<file path="src/rtl/word_deserializer.sv">
// Serial-to-parallel word assembler: frames on a marked bit, collects WIDTH bits
// into a shift register and hands each finished word to a separate output register.
module word_deserializer #(
    parameter int WIDTH     = 16,
    parameter int MSB_FIRST = 1
) (
    input  logic             clk,
    input  logic             reset,
    input  logic             sin,
    input  logic             sin_valid,
    input  logic             frame,
    input  logic             out_ready,
    input  logic             clr,
    output logic [WIDTH-1:0] out,
    output logic             out_valid,
    output logic             busy,
    output logic             overrun,
    output logic             sync_err
);

    localparam int CW = $clog2(WIDTH + 1);
    localparam logic [CW-1:0] CNT_ONE  = CW'(1);
    localparam logic [CW-1:0] CNT_LAST = CW'(WIDTH - 1);

    typedef enum logic {
        IDLE  = 1'b0,
        SHIFT = 1'b1
    } state_e;

    state_e           state_q;
    logic [CW-1:0]    count_q;
    logic [WIDTH-1:0] shreg_q;
    logic [WIDTH-1:0] out_q;
    logic             out_valid_q;
    logic             overrun_q;
    logic             sync_err_q;

    logic [WIDTH-1:0] base_d;
    logic [WIDTH-1:0] shift_d;
    logic             accept_bit;
    logic             word_done;
    logic             load_word;
    logic             drop_word;
    logic             resync;

    // A framed bit always restarts from an empty register, so one shift path
    // covers both the first bit and every following bit.
    always_comb begin
        base_d = frame ? '0 : shreg_q;
        if (MSB_FIRST != 0) begin
            shift_d = {base_d[WIDTH-2:0], sin};
        end else begin
            shift_d = {sin, base_d[WIDTH-1:1]};
        end
    end

    assign accept_bit = sin_valid && (frame || (state_q == SHIFT));
    assign resync     = sin_valid && frame && (state_q == SHIFT);
    assign word_done  = sin_valid && !frame && (state_q == SHIFT) && (count_q == CNT_LAST);
    assign load_word  = word_done && (!out_valid_q || out_ready);
    assign drop_word  = word_done && !load_word;

    always_ff @(posedge clk or negedge reset) begin
        if (!reset) begin
            state_q     <= IDLE;
            count_q     <= '0;
            shreg_q     <= '0;
            out_q       <= '0;
            out_valid_q <= 1'b0;
            overrun_q   <= 1'b0;
            sync_err_q  <= 1'b0;
        end else begin
            if (word_done) begin
                state_q <= IDLE;
                count_q <= '0;
                shreg_q <= '0;
            end else if (accept_bit) begin
                state_q <= SHIFT;
                count_q <= frame ? CNT_ONE : (count_q + CNT_ONE);
                shreg_q <= shift_d;
            end

            // A word loading on the same edge as a consume keeps out_valid high.
            if (load_word) begin
                out_q       <= shift_d;
                out_valid_q <= 1'b1;
            end else if (out_valid_q && out_ready) begin
                out_valid_q <= 1'b0;
            end

            if (drop_word) begin
                overrun_q <= 1'b1;
            end else if (clr) begin
                overrun_q <= 1'b0;
            end

            if (resync) begin
                sync_err_q <= 1'b1;
            end else if (clr) begin
                sync_err_q <= 1'b0;
            end
        end
    end

    assign out       = out_q;
    assign out_valid = out_valid_q;
    assign busy      = (state_q == SHIFT);
    assign overrun   = overrun_q;
    assign sync_err  = sync_err_q;

endmodule
</file>
<file path="config.mk">
export PLATFORM = sky130hd
export DESIGN_NAME = word_deserializer
export DESIGN_NICKNAME = d
export VERILOG_FILES = /design/src/rtl/word_deserializer.sv
export SDC_FILE = /design/constraint.sdc
export NUM_CORES = 1
export LEC_CHECK = 0
export CAP_MARGIN = 5
export CELL_PAD_IN_SITES_DETAIL_PLACEMENT = 0
export CELL_PAD_IN_SITES_GLOBAL_PLACEMENT = 1
export CORE_UTILIZATION = 41
export DETAILED_ROUTE_END_ITERATION = 12
export GPL_TIMING_DRIVEN = 0
export PLACE_DENSITY = 0.81
export SLEW_MARGIN = 20
export SYNTH_ARGS = -nofsm -noshare
export SYNTH_HDL_FRONTEND = slang
export SYNTH_SLANG_ARGS = --single-unit
</file>
<file path="constraint.sdc">
create_clock -name clk -period 3.42 [get_ports clk]
set_input_delay 0.684 -clock clk [delete_from_list [all_inputs] [get_ports clk]]
set_output_delay 0.684 -clock clk [all_outputs]
set_load 0.005 [all_outputs]
</file>
==> out/results.ini <==
[setup_path]
startpoint_type = flip-flop
critical_path_class = flip-flop to flip-flop
cp_data_required_time_ns = 3.59
cp_cell_sequence = ha_1 -> and3_1 -> ha_1 -> nand4b_2 -> nor2b_2 -> buf_6 -> buf_12 -> mux2_4
rr_worst_depth = 8
worst_r2r_startpoint = count_q[0]
rrSetupSlack_ns = 1.34
path_max_fanout = 10
critical_path_arrival_ns = 2.25
max_stage_delay_ns = 0.42
crit_path_frequent_cell = ha_1
cp_slowest_cell = dfrtp_1
cp-end-kind = flip-flop
r2r_end = out[12]

[timing]
skew_ns = 0.00660
hold_viol_final = 0
tightestPinTransition_ns = 0.461
rsz0062_at_grt = no
maxSlewViolCount = 0
max_slew_margin = 0.693
fin_setup_tns_ns = 0
setup_viol = 0
finalCritPeriodShare = 0.608
period_minus_slack_ns = 2.08
fmax_ghz = 0.481

[global_routing]
grtUsageTotal = 0.149
globalRouteOverflowTotal = 0
grt_max_degree = 30
grt_use_met3 = 0.0462
grtUsageMet2 = 0.221
antenna_found_initial = 0
grt_first_pass_wirelength_um = 4950
grt_use_met1 = 0.207
grt_pass1_vias = 1070
busiest_layer = met2

[drt]
drc = 0
drt-pass1-iter-count = 4
vias_per_cell = 4.99
drt-initial-drc-count = 50
antenna_left = 0
via_count = 1058
wl_per_cell_um = 14.1
wirelength_um = 2980

[clocking]
cts_setup_buffers = 0
cts.sinks = 40
ctsHoldBuffers = 0
cts_tree = built
clockBufferDepth = 2
path_clk_slew_ns = 0.08
cts_inserted_buffers = 5
cts-resized-gates = 0
worstSkewPairLatency_ns = 0.28
h-tree-depth = 2
cts_root_buf = clkbuf_8

[power]
switching_share = 0.244
p_leak_uw = 0.000992
worst_ir_drop_vdd_uv = 302
p_clk_frac = 0.328
internal-power_uw = 673
power_frac_comb = 0.092
p_sw_uw = 217
power_frac_seq = 0.580
power_density_nw_per_um2 = 416

[flow_run]
maxCapViolations = 0

[floorplanning]
die_w_um = 67.0
io_pins = 27
initial_core_util = 0.430
die_area_um2 = 4490
die_h_um = 67.0
core_um2 = 4030
rows = 23

[logic_synthesis]
yosys.area.top_type = dfrtp_1
yosys_warnings = 0
synth.distinct_cells = 28
synthCells = 129
yosys-top-cells-area = dfrtp_1, mux2_4, a22o_1
syn_area_um2 = 1730
ys_seq_area_frac = 0.577
ys_ff_latch = 40
synth_top_area_frac = 0.577
syn_nets = 138
synth.avg_cell_area_um2 = 13.4

[final_layout]
area_growth_pct = 23.4
n_antenna_cell = 0
layout-drive-gt1-share = 0.210
seq_area_um2 = 1000
fin_nets = 171
num-fill-cells = 354
multiInputGateArea_um2 = 643
utilization = 0.531

[hold_path]
hold_class = primary input to async pin

[placed_design]
gp_congestion = 0.886
hpwlAfterDp_um = 2060
numPortBuffers = 25

[status]
outcome = completed

cells by family (layout without fill, tap and decap cells):
kind of cell               after synthesis  after routing  share of synthesized area
AOI/OAI and AO/OA                       28             28                      0.124
adders and majority gates                2              2                     0.0144
buffers and inverters                   13             46                     0.0520
DFF                                     40             40                      0.577
muxes                                   16             16                      0.126
and+or+nand+nor                         30             30                      0.107
cell usage in the layout (no fill, tap or decap), types with 3 or more instances in the layout:
cell,n
clkbuf_8,5
nor2b_1,15
a22o_1,16
clkbuf_1,3
dfrtp_1,40
inv_1,5
buf_2,3
mux2_4,10
nand2_1,5
mux2_2,6
o21ai_0,4
clkdlybuf4s50_1,24
power by group through the flow:
stage               Clock [uW]  Combinational (uW)  Sequential [uW]
detailed placement           0                82.6              525
global placement             0                76.3              521
global route               316                91.7              519
floorplan                    0                47.2              519
finish                     292                81.6              516
CTS                        300                83.9              516
critical path: cells and delay by family, from the launching register on:
kind	cells	cell delay, ns
AND/OR/NAND/NOR	3	0.48
buffers and inverters	2	0.31
flip-flops	1	0.42
adder cells (fa/ha/maj)	2	0.45
multiplexers	1	0.30
sequential cells by signal (all words and copies together) (netlist names):
register,flops
count_q,5
overrun,1
busy,1
shreg_q,15
out,16
out_valid,1
sync_err,1
metrics by stage:
stage	cells	power (uW)	setup WS, ns	instance area [um^2]	hold WS (ns)
after floorplan	129	566	1.55	1730	0.388
after global placement	204	598	0.766	2050	0.462
after detailed placement	205	608	1.06	2060	0.480
after CTS	212	899	1.33	2140	0.276
after global routing	212	927	1.24	2140	0.280
final	212	889	1.34	2140	0.271
area by class of cell:
type / instances / share of cell area
sequential: 40 / 0.468
timing repair buffer: 26 / 0.124
clock inverter: 1 / 0.00234
multi-input combinational: 76 / 0.301
inverter: 5 / 0.00877
clock buffer: 6 / 0.0339
tap: 50 / 0.0292
buffer: 8 / 0.0333
synth_stat cells:
library cell  instances
buf_2                 2
clkbuf_1              2
nand2_1               5
nand4b_2              1
o21ai_2               1
a31oi_1               2
inv_1                 5
buf_4                 1
ha_1                  2
dfrtp_1              40
and3_1                1
o21ai_0               4
o22ai_1               2
o21a_1                1
nor2_1                2
buf_12                1
mux2_2                6
mux2_4               10
buf_6                 1
nand2b_1              2
nand3_1               2
a21oi_1               1
a22o_1               16
and4bb_2              1
nor2b_2               1
buf_8                 1
a41oi_1               1
nor2b_1              15
worst max path at each step:
stage	slack [ns]	endpoint	from	cells after the start
detailed placement	1.06	out[10]	frame	6
finish	1.34	out[12]	count_q[0]	8
global route	1.24	out[11]	count_q[0]	8
floorplan	1.55	out[0]	count_q[0]	8
global placement	0.77	out[2]	reset	1
CTS	1.33	out[8]	count_q[0]	8
metal layers:
layer  part of all wire  up-vias  routed length (um)
li1                   -      518                   -
met1               0.50      515                1490
met2               0.47       25                1390
met3              0.034        0                 100
met4                  0        0                   0
met5                  0        -                   0
Power figures use the tool's default switching activity.
